--- config.mk ---
export PLATFORM = sky130hd
export DESIGN_NAME = ctrl_issue_sched
export DESIGN_NICKNAME = d
export VERILOG_FILES = /design/src/rtl/ctrl_issue_sched.sv
export SDC_FILE = /design/constraint.sdc
export NUM_CORES = 1
export LEC_CHECK = 0
export CORE_MARGIN = 2
export CORE_UTILIZATION = 52
export CTS_CLUSTER_DIAMETER = 50
export CTS_CLUSTER_SIZE = 8
export DETAILED_ROUTE_END_ITERATION = 16
export GPL_ROUTABILITY_DRIVEN = 0
export PLACE_DENSITY = 0.84
export SLEW_MARGIN = 20
export SYNTH_ARGS = -nofsm -noshare
export SYNTH_HDL_FRONTEND = slang
export SYNTH_SLANG_ARGS = --single-unit
--- constraint.sdc ---
create_clock -name clk -period 3.9 [get_ports clk]
set_input_delay 0.78 -clock clk [delete_from_list [all_inputs] [get_ports clk]]
set_output_delay 0.78 -clock clk [all_outputs]
set_load 0.1 [all_outputs]
--- src/rtl/ctrl_issue_sched.sv ---
// ctrl_issue_sched: 4-stage control-word issue scheduler with stall, RAW-hazard bubbles and branch flush.
// Optional macro HZ_STALL_CNT_EN adds a saturating hazard-stall counter output hz_cnt.
`default_nettype none

module ctrl_issue_sched #(
  parameter int WIDTH     = 8,
  parameter int RAW       = 3,
  parameter int HZ_DEPTH  = 3,
  parameter int FLUSH_CYC = 2
) (
  input  logic             clk,
  input  logic             rst_n,
  input  logic             in_valid,
  output logic             in_ready,
  input  logic [WIDTH-1:0] in_ctrl,
  input  logic             in_we,
  input  logic [RAW-1:0]   in_rd,
  input  logic [RAW-1:0]   in_rs1,
  input  logic [RAW-1:0]   in_rs2,
  input  logic             stall,
  input  logic             flush,
  output logic [WIDTH-1:0] out1,
  output logic [WIDTH-1:0] out2,
  output logic [WIDTH-1:0] out3,
  output logic [WIDTH-1:0] out4,
  output logic             v1,
  output logic             v2,
  output logic             v3,
  output logic             v4,
`ifdef HZ_STALL_CNT_EN
  output logic [15:0]      hz_cnt,
`endif
  output logic             hz_stall
);

  typedef enum logic [0:0] {RUN = 1'b0, FLUSH = 1'b1} state_t;

  localparam logic [3:0] FLUSH_LOAD = 4'(FLUSH_CYC);

  state_t           state;
  logic [3:0]       cnt;
  logic [WIDTH-1:0] ctrl_q [4];
  logic [RAW-1:0]   rd_q   [4];
  logic [3:0]       vld_q;
  logic [3:0]       we_q;
  logic             hazard;
  logic             transfer;

  // Only the youngest HZ_DEPTH stages can still be ahead of a consumer's register read.
  always_comb begin
    hazard = 1'b0;
    for (int k = 0; k < HZ_DEPTH; k++) begin
      if (vld_q[k] && we_q[k] && (rd_q[k] != '0) &&
          ((rd_q[k] == in_rs1) || (rd_q[k] == in_rs2)))
        hazard = 1'b1;
    end
    hazard = hazard && in_valid && (state == RUN);
  end

  assign in_ready = (state == RUN) && !stall && !flush && !hazard;
  assign transfer = in_valid && in_ready;
  assign hz_stall = hazard && !stall && !flush;

  always_ff @(posedge clk or negedge rst_n) begin
    if (!rst_n) begin
      state <= RUN;
      cnt   <= '0;
      vld_q <= '0;
      we_q  <= '0;
      for (int k = 0; k < 4; k++) begin
        ctrl_q[k] <= '0;
        rd_q[k]   <= '0;
      end
    end else if (flush) begin
      // The oldest survivor still retires; everything younger is killed.
      ctrl_q[3] <= ctrl_q[2];
      rd_q[3]   <= rd_q[2];
      vld_q     <= {vld_q[2], 3'b000};
      we_q      <= {we_q[2], 3'b000};
      for (int k = 0; k < 3; k++) begin
        ctrl_q[k] <= '0;
        rd_q[k]   <= '0;
      end
      state <= FLUSH;
      cnt   <= FLUSH_LOAD;
    end else if (!stall) begin
      for (int k = 1; k < 4; k++) begin
        ctrl_q[k] <= ctrl_q[k-1];
        rd_q[k]   <= rd_q[k-1];
      end
      ctrl_q[0] <= transfer ? in_ctrl : '0;
      rd_q[0]   <= transfer ? in_rd : '0;
      vld_q     <= {vld_q[2:0], transfer};
      we_q      <= {we_q[2:0], transfer && in_we};
      if (state == FLUSH) begin
        if (cnt <= 4'd1) begin
          state <= RUN;
          cnt   <= '0;
        end else begin
          cnt <= cnt - 4'd1;
        end
      end
    end
  end

`ifdef HZ_STALL_CNT_EN
  always_ff @(posedge clk or negedge rst_n) begin
    if (!rst_n)
      hz_cnt <= '0;
    else if (hz_stall && (hz_cnt != 16'hFFFF))
      hz_cnt <= hz_cnt + 16'd1;
  end
`endif

  assign out1 = ctrl_q[0];
  assign out2 = ctrl_q[1];
  assign out3 = ctrl_q[2];
  assign out4 = ctrl_q[3];
  assign v1   = vld_q[0];
  assign v2   = vld_q[1];
  assign v3   = vld_q[2];
  assign v4   = vld_q[3];

endmodule

`default_nettype wire

-- Word-level counts from Yosys, hierarchy flattened
Cells that the tools add are included.
- equal/unequal tests: 7
- reduce and logical (&&, ||, !) cells: 29
- add/subtract/negate cells: 1
- multiplexer cells: 21
- magnitude comparators: 1
- bitwise logic cells: 1
- operators with widths (kind ; count):
    $mux 32 ; 2
    $mux 12 ; 2
    $mux 4 ; 6
    $eq 3x3->1 ; 6
    $logic_and 1x1->1 ; 18
    $mux 3 ; 3
    $reduce_bool 3->1 ; 3
    $mux 8 ; 1
    $mux 1 ; 7
    $le 4x1->1 const B ; 1
    $sub 4x1->4 const B ; 1
    $logic_not 1->1 ; 3
    $logic_or 1x1->1 ; 3
    $ne 2x1->1 const B ; 1
    $reduce_and 2->1 ; 1
    $reduce_bool 2->1 ; 1
    $not 1->1 ; 1
- logic and storage cells: 71
- output and inout bits: 38
- bits in registers: 53

-- Depth between registers and ports, before layout
Gate-level depths: netlist of run 1.
- depth after elaboration: 14
- mapped depth: 7

-- Least setup slack after synthesis of run 1
Ideal clock, no wire load.
- path kind: input to output
- start: input in_rs2[1]
- end: output in_ready
- arrival: 4107 ps
- data required time: 3120 ps
- slack: -987 ps
- stages on the path: 5
- cell sequence: xor2_1 nor3_1 or4_4 a211o_2 a21boi_0
- longest elaborated chain between the ends: 10
- ends and longest elaborated chain (item ; line ; RTL):
    start, declared ; 19 ; input logic [RAW-1:0] in_rs2,
    $eq 3x3->1 ; 54 ; ((rd_q[k] == in_rs1) || (rd_q[k] == in_rs2)))
    $logic_or 1x1->1 ; 54 ;
    $logic_and 1x1->1 ; 53 ; if (vld_q[k] && we_q[k] && (rd_q[k] != '0) &&
    $mux 1 (2 in series) ; 53 ;
    $mux 1 (*) ; 53 ;
    $logic_and 1x1->1 (*) (2 in series) ; 57 ; hazard = hazard && in_valid && (state == RUN);
    $logic_not 1->1 (*) ; 60 ; assign in_ready = (state == RUN) && !stall && !flush && !hazard;
    $logic_and 1x1->1 (*) ; 60 ;
    end, declared ; 14 ; output logic in_ready,
Every way passes the cells marked *; elsewhere a longest branch is shown, timed or not.

-- Final worst setup path of run 1
Ends and elaborated chain as after synthesis.

==> results of run 1 <==
## critical path: cells and delay by family
| family | cells | cell delay [ns] |
|---|---|---|
| and+or+nand+nor | 2 | 0.64 |
| buffers and inverters | 2 | 0.73 |
| AOI/OAI and AO/OA | 2 | 0.56 |
| xor gates and xnor gates | 1 | 0.21 |
## report_power, final
part           leakage, nW  switching (mW)  internal, mW
clock network       0.0385           0.171         0.127
registers            0.731         0.00751         0.557
logic                0.678          0.0734        0.0512
## state kept, by name, indices dropped and copies added (netlist names)
name	cells
we_q	3
vld_q	4
state	1
out3	8
out1	8
cnt	4
out2	8
out4	8
rd_q	9
## final timing paths
check / startpoint / endpoint / slack (ns)
max: in_rs2[1] / in_ready / 0.20
min: out4[6] / out4[6] / 0.52
max reg2reg: rd_q[4] / rd_q[11] / 1.74
min reg2reg: out4[6] / out4[6] / 0.52
max in group asynchronous: rst_n / cnt[3] / 2.59
min in group asynchronous: rst_n / out3[7] / 0.61
## layout by cell type, fill, tap and decap left out, types with 5 or more instances in the layout
master	synthesis	layout
mux2_2	9	9
dfrtp_1	53	53
a21oi_1	6	6
clkbuf_8	0	5
clkdlybuf4s50_1	0	56
nor3_1	6	6
mux2i_1	26	26
nor2_1	29	29
a22o_2	9	9
xnor2_1	12	12
## final cells by class
class,count,area [µm²]
Clock buffer,7,76.32
Clock inverter,1,7.507
Multi-Input combinational cell,132,1015
Sequential cell,53,1326
Inverter,4,15.01
Fill cell,335,1239
Timing Repair Buffer,64,640.6
Tap cell,52,65.06
## logic make-up after synthesis
| family | count (synthesis) |
|---|---|
| flip-flops | 53 |
| AND/OR/NAND/NOR | 51 |
| multiplexers | 35 |
| AO/OA/AOI/OAI | 28 |
| XOR/XNOR | 16 |
| buffers and inverters | 14 |
| adder cells (fa/ha/maj) | 2 |
## stage by stage
stage / utilization (%) / cell area (µm²) / instances
6_report: 71.75 / 3146 / 313
5_1_grt: 71.75 / 3146 / 313
4_1_cts: 71.75 / 3146 / 313
3_5_place_dp: 69.83 / 3062 / 305
3_3_place_gp: 69.83 / 3062 / 305
2_1_floorplan: - / 2399 / 199
## routing by layer
metal,wire length (µm),up-vias
li1,-,819
met1,2262,878
met2,2613,50
met3,358,5
met4,52,0
met5,0,-
==> metrics.md, run 1 <==
| Metric | Value |
|---|---|
| Adder-cell share of the synthesized area | `1.045%` |
| # setup viols final | `0` |
| Remaining antenna violation count after routing | `0` |
| Fin Setup TNS | `0 ns` |
| Initial antenna violation count | `0` |
| Leak Pwr | `around 1.4 nW` |
| Tcrit/Tclk final | `94.77%` |
| Max H-tree Level | `2` |
| Yosys top cell by area | `dfrtp_1` |
| Post-CTS Resized | `0` |
| Met2 usage | `36.11%` |
| Count leader, synth | `dfrtp_1` |
| Mux cell area share after synthesis | `15.10%` |
| Min Tclk post-route | `3.696 ns` |
| Hold Crit Class | `reg -> reg` |
| Worst slew margin relative to its limit | `between 30% and 40%` |
| Slew at the pin closest to its max-slew limit | `1.016 ns` |
| Outcome | `complete, no violations` |
| Post-Synth XOR/XNOR Area | `5.852%` |
| Top_reg_cell synth | `dfrtp_1` |
| YS warnings | `0` |
| Final Slew Violations | `0` |
| Met1 global-route usage | `29.37%` |
| Vias in the first global route | `1840` |
| R2R cell count | `6` |
| Area growth syn-to-layout | `31.35%` |
| Min Hold Slack | `0.5194 ns` |
| Syn Std Cell Area | `approximately 2400 µm²` |
| Yosys reg bits | `53` |
| Share of layout cells above drive strength 1 | `14.94%` |
| Required time worst endpoint | `~3.1 ns` |
| Slowest stage cell on the critical path | `or4_4` |
| Port bufs | `60` |
| Maxcap violations | `0` |
| Worst Setup Path Type | `in -> out` |
| Die Area | `between 5000 and 6000 µm²` |
| Met3 Use GR | `5.907%` |
| # rows | `24` |
| CTS max path bufs | `2` |
| Clock slew at reported path FFs | `0.09 ns` |
| Skew final | `0.01139 ns` |
| Arrival time at the worst endpoint | `2.92 ns` |
| WL/cell | `16.89 µm` |
| Worst path cell trace | `clkdlybuf4s50_1, xor2_1, nor3_1, or4_4, a211o_2, a21boi_2, buf_12` |
| Critical Path Sink Type | `primary output` |
| Total GRT Usage | `22.33%` |
| Worst skew pair latency | `roughly 0.3 ns` |
| Core box area | `4384 µm²` |
| # clock sinks | `53` |
| Top cell types by occurrence after synthesis | `53 x dfrtp_1, 29 x nor2_1, 26 x mux2i_1` |
| Power Total | `between 0.9 and 1 mW` |
| Peak VDD IR | `0.0002415 V` |
| Die X | `71.86 µm` |
| Die Span Y | `71.86 µm` |
| Critical Path Fanout Max | `3` |
| Post-CTS Setup Inserts | `0` |
| DR iter-0 viols | `57` |
| Total grt overflow | `0` |
| Number of flops mapped to enable cells by yosys | `0` |
| Drt first pass iters | `4` |
| CTS root buf | `clkbuf_8` |
| RSZ-0062 raised after global routing | `no` |
| First-pass GRT wire length | `8.921 mm` |
| Final WL | `5.287 mm` |
| DRC | `0` |
| Crit start category | `input port` |
| DP HPWL | `around 3.7 mm` |
| Via/cell ratio | `5.597` |
| Via Count | `1752` |
| Busiest grt layer | `met2` |
| Yosys top cell area share | `between 50% and 60%` |
| Seq/Total Area, Yosys | `55.38%` |
| Hold buffer count at CTS | `0` |
| Post-synthesis simple-gate area fraction | `9.875%` |
| Initial Util | `54.62%` |
| Pre-CTS setup slack | `just under 0.2 ns` |
| CTS tree | `yes` |
| Synth Area in Compound Gates | `10.24%` |
| Ports | `61` |
| Syn Nets | `~220` |
| Synth unique cells | `31` |
| Share of flip-flops with an asynchronous set or reset | `between 90% and 100%` |
| Peak Freq | `between 200 and 300 MHz` |
| Top post-synthesis cells by area | `dfrtp_1 55%, mux2i_1 11%, nor2_1 4.5%, xnor2_1 4.4%, mux2_2 4.2%` |
| Worst setup margin | `0.2041 ns` |
| Pwr Density | `roughly 310 nW/µm²` |
| N_diodes | `0` |
| Nets | `285` |
| Largest family of logic cells by synthesized area | `multiplexers` |
| Max stage delay on crit path | `roughly 0.56 ns` |
| Largest net degree at the start of global routing | `43` |
| Mapped Cells | `199` |
| WHS Path Cells | `1` |
| Total CTS buffers | `5` |
| Mean Syn Cell Area | `12.03 µm²` |
| Final Hold Viols | `0` |
No activity file was read; power rests on OpenSTA's default activity.
==> inputs of run 2 (changes only) <==
--- a/config.mk
+++ b/config.mk
@@ -5,13 +5,15 @@
 export SDC_FILE = /design/constraint.sdc
 export NUM_CORES = 1
 export LEC_CHECK = 0
-export CORE_MARGIN = 2
-export CORE_UTILIZATION = 52
+export CELL_PAD_IN_SITES_DETAIL_PLACEMENT = 0
+export CELL_PAD_IN_SITES_GLOBAL_PLACEMENT = 1
+export CORE_MARGIN = 3
+export CORE_UTILIZATION = 41
 export CTS_CLUSTER_DIAMETER = 50
 export CTS_CLUSTER_SIZE = 8
 export DETAILED_ROUTE_END_ITERATION = 16
 export GPL_ROUTABILITY_DRIVEN = 0
-export PLACE_DENSITY = 0.84
+export PLACE_DENSITY_LB_ADDON = 0.1
 export SLEW_MARGIN = 20
 export SYNTH_ARGS = -nofsm -noshare
 export SYNTH_HDL_FRONTEND = slang
==> run 2 against run 1 <==
Against the previous run: first-iteration DRC count fell by 23%; count of clock-buffer cells in the layout down 1; core utilization fell by 14 points; cell count rose by 6.7%; worst hold slack lost 0.056 ns; critical endpoint unchanged.
==> metrics.md, run 2 (same netlist as run 1, synthesis figures left out) <==
| Metric | Value |
|---|---|
| # setup viols final | `0` |
| Required time worst endpoint | `3.12 ns` |
| DP HPWL | `approximately 3.6 mm` |
| Most common cell after layout, fill and taps aside | `clkdlybuf4s50_1` |
| # clock sinks | `53` |
| Peak Freq | `270.9 MHz` |
| R2R cell count | `6` |
| Leak Pwr | `1.472 nW` |
| Top reg by flops | `rd_q` |
| Worst path cell trace | `clkdlybuf4s50_1, xor2_1, nor3_1, or4_4, a211o_2, a21boi_2, buf_12` |
| Hold buffer count at CTS | `0` |
| Total CTS buffers | `5` |
| Die Area | `~6800 µm²` |
| Most frequent cells in the layout | `56 x clkdlybuf4s50_1, 53 x dfrtp_1, 29 x nor2_1, 26 x mux2i_1, 12 x xnor2_1` |
| Drt first pass iters | `4` |
| CTS tree | `yes` |
| Critical Path Fanout Max | `3` |
| Min Hold Slack | `0.4638 ns` |
| Share of layout cells above drive strength 1 | `16.03%` |
| Via Count | `1711` |
| Power Total | `1.077 mW` |
| Maxcap violations | `0` |
| Initial Util | `42.96%` |
| Port bufs | `60` |
| Max FFs per register | `9` |
| Worst Setup Path Type | `in -> out` |
| Peak VDD IR | `0.0001926 V` |
| Worst skew pair latency | `0.30 ns` |
| Crit start category | `input port` |
| Vias in the first global route | `1667` |
| Worst setup margin | `roughly 0.21 ns` |
| Final Hold Viols | `0` |
| Internal reg-to-reg setup slack | `about 1.8 ns` |
| N_diodes | `0` |
| Die Span Y | `around 80 µm` |
| # fillers | `495` |
| Pre-CTS setup slack | `0.2033 ns` |
| Ports | `between 60 and 70` |
| Pwr Density | `334.9 nW/µm²` |
| CTS root buf | `clkbuf_8` |
| Slew at the pin closest to its max-slew limit | `roughly 1 ns` |
| Tcrit/Tclk final | `94.66%` |
| Final WL | `5.239 mm` |
| Worst slew margin relative to its limit | `34.01%` |
| Die X | `82.43 µm` |
| WL/cell | `about 16 µm` |
| Slowest stage cell on the critical path | `clkdlybuf4s50_1` |
| Final Slew Violations | `0` |
| Area of the multi-input gates | `just over 1000 µm²` |
| RSZ-0062 raised after global routing | `no` |
| Total grt overflow | `0` |
| DP Area | `3094 µm²` |
| Outcome | `complete, no violations` |
| Arrival time at the worst endpoint | `2.91 ns` |
| Post-route core utilization | `57.71%` |
| Max stage delay on crit path | `0.55 ns` |
| DRC | `0` |
| Seq. cell area | `1326 µm²` |
| Skew final | `between 0.004 and 0.005 ns` |
| Worst R2R Start | `rd_q[3]` |
| Area growth syn-to-layout | `34.33%` |
| Max H-tree Level | `2` |
| Initial antenna violation count | `0` |
| Via/cell ratio | `5.123` |
| First-pass GRT wire length | `about 8.5 mm` |
| Min Tclk post-route | `about 3.7 ns` |
| # rows | `27` |
| Placed insts | `326` |
| Clock slew at reported path FFs | `roughly 0.09 ns` |
| Critical Path Sink Type | `primary output` |
| Largest net degree at the start of global routing | `45` |
| CTS max path bufs | `2` |
| Design area | `roughly 3200 µm²` |
| Post-CTS Resized | `0` |
| Reg2Reg Capture Point | `we_q[0]` |
| Post-CTS Setup Inserts | `0` |
| Total GRT Usage | `16.56%` |
| Fin Setup TNS | `0 ns` |
| Core box area | `~5600 µm²` |
| Nets | `286` |
| Remaining antenna violation count after routing | `0` |
| Finished Layout Cells | `about 330` |
| Hold Crit Class | `in -> async` |
| DR iter-0 viols | `between 40 and 50` |
| CP startpoint | `in_rs2[1]` |
==> run 2: changes by cell type in the layout (fill, tap and decap cells not counted) <==
cell and delta:
buf_2 -1, buf_4 +2, bufinv_16 +1, clkbuf_1 -2, clkbuf_8 +1
==> run 2: final cells by class <==
class,count,area share [%]
clock buffer,6,2.567
clock inverter,2,1.167
inverter,4,0.4667
multi-input combinational,132,31.54
sequential,53,41.23
tap,72,2.800
timing repair buffer,65,20.23
==> run 2: how the worst max path moves through the flow <==
stage | slack [ns] | to | cells past startpoint
after floorplan | 0.11 | hz_stall | 4
after global placement | 0.23 | in_ready | 7
after detailed placement | 0.20 | in_ready | 7
after CTS | 0.20 | in_ready | 7
after global routing | 0.13 | in_ready | 7
final | 0.21 | in_ready | 7
==> run 2: routing by layer <==
metal	vias up	track usage, %	share of wire [%]
li1	825	-	-
met1	836	24.00	48
met2	44	23.64	44
met3	6	5.423	6.7
met4	0	4.651	1.1
met5	-	0	0
==> run 2: power by group <==
group          internal [mW]  switching [mW]  total (mW)
Combinational         0.0515          0.0735       0.125
Clock                  0.209           0.179       0.388
Sequential             0.557         0.00730       0.564
==> run 2: worst max-delay path, delay by kind of cell <==
family	cells	cell delay (ns)
and+or+nand+nor	2	0.63
xor gates and xnor gates	1	0.20
buffers and inverters	2	0.74
AOI/OAI and AO/OA	2	0.54
